File: src/rtl/interp_hold_expander.sv
// interp_hold_expander: linear-interpolating upsampler with ready/valid on both sides.
// Each accepted input sample produces L = interp_factor+1 output beats. The beats ramp
// from the previous sample to the current one, and every beat is scaled by L
// (un-normalised). Only an add chain is used; there are no multipliers.
//
// Ports:
//   clk            - clock, all state changes on the rising edge
//   rst            - asynchronous active-high reset
//   interp_factor  - L-1, sampled only when an input sample is accepted
//   in_data        - signed input sample
//   in_data_valid  - input sample valid
//   in_data_ready  - input accepted this cycle (combinational)
//   out_data       - signed interpolated sample (registered)
//   out_data_valid - out_data valid (registered)
//   out_data_ready - downstream accepts out_data
module interp_hold_expander #(
    parameter int IN_DATA_WIDTH  = 16,
    parameter int OUT_DATA_WIDTH = 32,
    parameter int FACTOR_WIDTH   = 16
) (
    input  logic                      clk,
    input  logic                      rst,
    input  logic [FACTOR_WIDTH-1:0]   interp_factor,
    input  logic [IN_DATA_WIDTH-1:0]  in_data,
    input  logic                      in_data_valid,
    output logic                      in_data_ready,
    output logic [OUT_DATA_WIDTH-1:0] out_data,
    output logic                      out_data_valid,
    input  logic                      out_data_ready
);

    localparam int IW = IN_DATA_WIDTH;
    localparam int OW = OUT_DATA_WIDTH;
    localparam int CW = FACTOR_WIDTH + 1;

    typedef enum logic {StIdle, StRun} state_e;

    state_e        state_q, state_d;
    logic [OW-1:0] acc_q, acc_d;
    logic [OW-1:0] delta_q, delta_d;
    logic [IW-1:0] prev_q, prev_d;
    logic [CW-1:0] cnt_q, cnt_d;
    logic [CW-1:0] l_q, l_d;
    logic [OW-1:0] out_data_q, out_data_d;
    logic          out_valid_q, out_valid_d;

    logic          out_fire;
    logic          in_fire;
    logic          last_beat;
    logic          hist_keep;
    logic [CW-1:0] l_new;
    logic [IW-1:0] prev_eff;
    logic [OW-1:0] acc_eff;
    logic [IW:0]   d_narrow;
    logic [OW-1:0] d_wide;
    logic [OW-1:0] load_sum;
    logic [OW-1:0] step_sum;

    assign out_data       = out_data_q;
    assign out_data_valid = out_valid_q;

    always_comb begin
        out_fire  = out_valid_q & out_data_ready;
        last_beat = (cnt_q == l_q);
        // Accept a new sample only when idle or when the final beat leaves this
        // cycle, so bursts chain back-to-back without a bubble.
        in_data_ready = ~rst & ((state_q == StIdle) |
                                ((state_q == StRun) & last_beat & out_fire));
        in_fire   = in_data_valid & in_data_ready;

        l_new     = {1'b0, interp_factor} + CW'(1);
        // A change of L invalidates the history: acc == prev*L_old no longer
        // matches the new scale, so restart the ramp from zero.
        hist_keep = (l_new == l_q);
        prev_eff  = hist_keep ? prev_q : '0;
        acc_eff   = hist_keep ? acc_q : '0;

        // One extra bit is enough for the exact difference of two IW-bit values.
        d_narrow  = {in_data[IW-1], in_data} - {prev_eff[IW-1], prev_eff};
        d_wide    = {{(OW - IW - 1){d_narrow[IW]}}, d_narrow};
        load_sum  = acc_eff + d_wide;
        step_sum  = acc_q + delta_q;
    end

    always_comb begin
        state_d     = state_q;
        acc_d       = acc_q;
        delta_d     = delta_q;
        prev_d      = prev_q;
        cnt_d       = cnt_q;
        l_d         = l_q;
        out_data_d  = out_data_q;
        out_valid_d = out_valid_q;

        if (in_fire) begin
            delta_d     = d_wide;
            acc_d       = load_sum;
            out_data_d  = load_sum;
            out_valid_d = 1'b1;
            cnt_d       = CW'(1);
            prev_d      = in_data;
            l_d         = l_new;
            state_d     = StRun;
        end else if ((state_q == StRun) && out_fire) begin
            if (!last_beat) begin
                acc_d      = step_sum;
                out_data_d = step_sum;
                cnt_d      = cnt_q + CW'(1);
            end else begin
                // Burst done, nothing queued: out_data keeps its last value.
                out_valid_d = 1'b0;
                state_d     = StIdle;
            end
        end
    end

    always_ff @(posedge clk or posedge rst) begin
        if (rst) begin
            state_q     <= StIdle;
            acc_q       <= '0;
            delta_q     <= '0;
            prev_q      <= '0;
            cnt_q       <= '0;
            l_q         <= CW'(1);
            out_data_q  <= '0;
            out_valid_q <= 1'b0;
        end else begin
            state_q     <= state_d;
            acc_q       <= acc_d;
            delta_q     <= delta_d;
            prev_q      <= prev_d;
            cnt_q       <= cnt_d;
            l_q         <= l_d;
            out_data_q  <= out_data_d;
            out_valid_q <= out_valid_d;
        end
    end

endmodule

File: config.mk
export PLATFORM = sky130hd
export DESIGN_NAME = interp_hold_expander
export DESIGN_NICKNAME = d
export VERILOG_FILES = /design/src/rtl/interp_hold_expander.sv
export SDC_FILE = /design/constraint.sdc
export NUM_CORES = 1
export LEC_CHECK = 0
export CORE_MARGIN = 5
export CORE_UTILIZATION = 30
export DETAILED_ROUTE_END_ITERATION = 16
export PLACE_DENSITY = 0.56
export SLEW_MARGIN = 0
export SYNTH_ARGS = -nofsm -noshare
export SYNTH_HDL_FRONTEND = slang
export SYNTH_SLANG_ARGS = --single-unit
File: constraint.sdc
create_clock -name clk -period 16.2 [get_ports clk]
set_input_delay 1.62 -clock clk [delete_from_list [all_inputs] [get_ports clk]]
set_output_delay 1.62 -clock clk [all_outputs]
set_load 0.01 [all_outputs]
* After elaboration in Yosys (flattened, before gate mapping)
Cells that the tools add are included. Widths: inputs -> output; s select.
Word-level totals: output and inout port bits 34, word-level logic and storage cells 38, register bits 100, input bits 36
Operators by class: reductions and logical operators 5, bitwise gates (word level) 8, mux-type cells 11, $add $sub $neg 5, equal/unequal tests 3
Operators with widths (count):
- $mux 32 | 4
- $add 32x32->32 | 2
- $mux 17 | 3
- $eq 17x17->1 | 2
- $add 16x1->17 const B | 1
- $add 17x1->17 const B | 1
- $sub 16x16->17 | 1
- $mux 16 | 1
- $and 1x1->1 | 5
- $reduce_and 2->1 | 2
- $reduce_bool 2->1 | 2
- $mux 1 | 3
- $ne 2x2->1 const B | 1
- $not 1->1 | 2
- $logic_and 1x1->1 | 1
- $or 1x1->1 | 1

* Logic depth before layout (Yosys ltp)
depth after elaboration 8, depth in mapped cells 37, mapped depth without buffers 33

* Least setup slack after synthesis
OpenSTA, ideal clock, no wires.
path type input to register, start point input interp_factor[0], end point register out_data_q[31] (netlist: out_data[31]), slack 7149 ps, data required time 16077 ps, path buffers 6, arrival time 8928 ps, setup time 123 ps, stages on the path 33, path through ha_1 -> nand2_1 -> or3_1 -> buf_2 -> a21oi_1 -> a31oi_1 -> a2111o_1 -> nor3_1 -> clkbuf_1 -> clkbuf_1 -> clkbuf_1 -> and2_1 -> ha_1 -> inv_1 -> fa_1 -> a211oi_1 -> o21ai_0 -> a31oi_1 -> o21ai_0 -> inv_1 -> clkbuf_1 -> clkbuf_1 -> ha_1 -> a21o_1 -> a21o_1 -> nor2_1 -> o41a_1 -> o311ai_1 -> a41o_2 -> a21oi_2 -> mux2_4 -> a21o_1 -> o221a_1
On the way: word-level cells in the longest chain between the ends 6, elaborated cells on any way between the ends 7, classes of those cells 3 x add/sub; 1 x eq/ne; 3 x mux
Ends and longest elaborated chain:
- start: declaration | RTL line 23 | input logic [FACTOR_WIDTH-1:0] interp_factor,
- $add 16x1->17 | RTL line 71 | l_new = {1'b0, interp_factor} + CW'(1);
- $eq 17x17->1 | RTL line 74 | hist_keep = (l_new == l_q);
- $mux 16 | RTL line 75 | prev_eff = hist_keep ? prev_q : '0;
- $sub 16x16->17 | RTL line 79 | d_narrow = {in_data[IW-1], in_data} - {prev_eff[IW-1], prev_eff};
- net d_narrow[16] | RTL line 54 | logic [IW:0] d_narrow;
- $add 32x32->32 | RTL line 81 | load_sum = acc_eff + d_wide;
- $mux 32 | RTL line 95 | if (in_fire) begin
- end signal: assignment | RTL line 134 | out_data_q <= out_data_d;
- end: declaration | RTL line 44 | logic [OW-1:0] out_data_q, out_data_d;
The timed path passes the listed nets, and every way through them passes these cells. A chain may end at the register's enable or synchronous reset.

* Final worst setup path
Ends and elaborated chain as after synthesis.

==> flow_summary.yaml <==
synth:
  yosysWarnings: 0
  synth_edf_count: 0
  synth_cells: 1144
  ys_seq_area_share_pct: 27.5
  syn_nets: 1256
  ys_types: 80
  netlist_area_sq_um: 9100
  async_flop_share_pct: 100
  ys_ff_latch: 100
  syn-mean-instance-area_sq_um: 7.96
  ys.flop_type: "dfrtp_1"
clock_network:
  cts_tree: "built"
  h-tree-depth: 3
  clk_latency_ps: 360
  cts_resized: 0
  cts_setup_buffers: 0
  cts_sinks: 100
  ctsHoldBuffers: 0
  clk_pin_slew_ps: 70
  clk_root_buffer_cell: "clkbuf_16"
  cts_buffers: 9
  cts_buffer_depth: 2
setup_path:
  worstRegToRegCells: 31
  cp_data_arrival_time_ps: 10270
  critPathCapture: "out_data[31]$_DFFE_PP0P_"
  r2r-end: "out_data[31]$_DFFE_PP0P_"
  cp.required_ps: 16440
  path_max_fanout: 14
  regToRegSetupSlack_ps: 8200
  path_common_cell: "o21ai_0"
  startpoint_type: "input pin"
  endpoint_kind: "register"
  reg2reg_from: "l_q[0]$_DFFE_PP1P_"
  crit_type: "input pin to register"
  cp_slowest_cell: "a221oi_1"
  crit_start: "interp_factor[0]"
  critPathMaxStageDelay_ps: 780
route:
  vias_per_cell: 5.28
  vias: 8325
  route.antenna.remaining_nets: 0
  route.detailed.drc: 0
  drt_iter0_drc: 454
  drt_wl_total_microns: 25900
  wire_per_inst_microns: 16.4
  drt_first_pass_iters: 5
timing:
  layout_min_cycle_time_ps: 10030
  fin_setup_tns_ps: 0
  hold_viol: 0
  clock_skew_ps: 9.52
  min_period_over_period_pct: 61.9
  setup_ws_ps: 6170
  rsz0062_at_grt: "no"
  slew_headroom_pct: 33.5
  setup_violations: 0
  drv_slew: 0
  worstMarginPinSlew_ps: 994
  fmax_ghz: 0.0997
layout:
  drive_gt1_share_pct: 4.38
  fillCellCount: 3181
  seqCellArea_sq_um: 2500
  n_antenna_cell: 0
  stdcell_count: 1577
  final_nets: 1294
  multi_input_area_sq_um: 6290
  areaGrowthSynthToFinish_pct: 14.6
place:
  gp_congestion: 0.836
  port_buffers: 69
  dp_cells: 1561
  dp_worst_setup_slack_ps: 5950
  hpwlAfterDp_microns: 18800
worst_hold_path:
  hp-class: "register to register"
  worstHoldStart: "prev_q[15]$_DFFE_PP0P_"
die:
  die_x_microns: 184
  die_area_sq_um: 33900
  initial_core_util_pct: 30.6
  core_sq_um: 29800
  ioPinCount: 70
  num_rows: 63
  dieHeight_microns: 184
global_routing:
  grt_first_pass_wirelength_microns: 42000
  grt_max_degree: 80
  antenna_found_initial: 0
  grt_overflow: 0
  grt_pass1_vias: 7902
  grt.total_usage_pct: 15.2
power_and_ir_drop:
  p_leak_nw: 4.54
  ir_drop_mv: 0.0585
  power_density_nw_per_um2: 161
job:
  max_cap_violations: 0
status:
  status: "complete, no violations"
==> placed cells by master (no fill, tap or decap), drive strengths merged, types with 8 or more instances in the layout <==
| cell | Yosys | routed |
|---|---|---|
| nor2b | 10 | 10 |
| nor2 | 79 | 79 |
| a31oi | 18 | 18 |
| and3 | 18 | 18 |
| xor2 | 52 | 52 |
| o21ai | 61 | 61 |
| nor3 | 19 | 19 |
| nand4 | 15 | 15 |
| a21o | 27 | 27 |
| xnor2 | 67 | 67 |
| a211oi | 21 | 21 |
| nand2b | 8 | 8 |
| clkdlybuf4s50 | 0 | 69 |
| nor4 | 9 | 9 |
| buf | 14 | 9 |
| a21oi | 84 | 84 |
| o22ai | 8 | 8 |
| clkbuf | 37 | 9 |
| ha | 73 | 73 |
| nand3 | 36 | 36 |
| dfrtp | 99 | 99 |
| o21bai | 9 | 9 |
| nand2 | 204 | 204 |
| o21a | 9 | 9 |
| inv | 32 | 34 |
| and2 | 27 | 27 |
==> how the worst min path moves through the flow <==
stage / to / slack, ps / cells past startpoint
3_5_place_dp: prev_q[15]$_DFFE_PP0P_ / 460 / 2
2_1_floorplan: prev_q[0]$_DFFE_PP0P_ / 440 / 2
4_1_cts: prev_q[15]$_DFFE_PP0P_ / 480 / 2
3_3_place_gp: prev_q[9]$_DFFE_PP0P_ / 460 / 2
5_1_grt: prev_q[9]$_DFFE_PP0P_ / 500 / 2
6_report: prev_q[15]$_DFFE_PP0P_ / 480 / 2
==> synth_stat cells (4+ instances only) <==
cell type	number	share of area [%]
inv_1	32	1.3
nand3_1	35	1.9
o21a_1	9	0.74
dfrtp_1	99	27
o22ai_1	8	0.55
o221ai_1	4	0.38
and2_1	26	1.8
ha_1	73	10
buf_2	4	0.22
a31oi_1	18	1.2
nand2b_1	8	0.55
o31ai_1	5	0.41
nor3_1	19	1.0
nor4_1	7	0.48
a221oi_1	4	0.38
nor2_1	79	3.3
a21oi_1	83	4.6
a211o_1	5	0.48
a21o_1	27	2.2
nand4_1	14	0.96
clkbuf_1	37	1.5
a22oi_1	4	0.33
buf_1	8	0.33
or2_2	4	0.27
o21ai_0	61	3.4
or3_1	7	0.48
and3_1	17	1.2
a21boi_0	4	0.33
o21bai_1	9	0.74
xor2_1	52	5.0
nor3b_1	5	0.41
o2111ai_1	7	0.67
nor2b_1	10	0.69
o211ai_1	6	0.49
nand2_1	204	8.4
xnor2_1	67	6.4
a211oi_1	21	1.7
==> cell type report <==
class,count,share of cell area (%)
Timing Repair Buffer,78,7.27
Tap cell,390,4.68
Clock inverter,7,0.468
Sequential cell,100,24.0
Clock buffer,9,2.16
Inverter,32,1.18
Multi-Input combinational cell,961,60.3
==> sequential cells by signal (all words and copies together), names as in the netlist <==
name and flops:
delta_q 17, out_data 32, state_q 1, cnt_q 17
prev_q 16, l_q 17
==> cell families (layout without fill, tap and decap cells) <==
family                   after synthesis  count (layout)  synth area share, %
adder cells (fa/ha/maj)               76              76                 10.7
AND/OR/NAND/NOR                      450             450                 23.2
AO/OA/AOI/OAI                        307             307                 22.2
buffers and inverters                 83             126                 3.60
multiplexers                           7               7                0.866
flip-flops                           100             100                 27.5
XOR/XNOR                             121             121                 11.9
==> critical path, delay by kind of cell <==
kind | cells | cell delay (ps)
adders and majority gates | 3 | 860
and+or+nand+nor | 9 | 2130
AOI/OAI and AO/OA | 18 | 4490
muxes | 1 | 330
buffers and inverters | 2 | 830
==> power breakdown <==
group / switching, mW / internal (mW) / leakage [nW]
Sequential: 0.146 / 0.361 / 1.24
Combinational: 0.504 / 0.453 / 3.16
Clock: 0.108 / 0.105 / 0.136
==> through the flow <==
step / hold slack [ps] / power [mW] / cell area (sq um) / utilization, %
floorplan: 442 / 1.17 / 9100 / -
global placement: 458 / 1.46 / 10200 / 34.1
detailed placement: 462 / 1.47 / 10200 / 34.1
CTS: 482 / 1.69 / 10400 / 35.0
global route: 499 / 1.83 / 10400 / 35.0
finish: 475 / 1.68 / 10400 / 35.0
==> layer usage <==
layer	share of wire [%]	up-vias	GRT usage, %
met4	0.96	0	2.66
met1	50	3988	21.0
met2	46	145	25.1
met3	3.5	15	2.68
met5	0	-	0
li1	-	4177	-
Power figures use the tool's default switching activity.
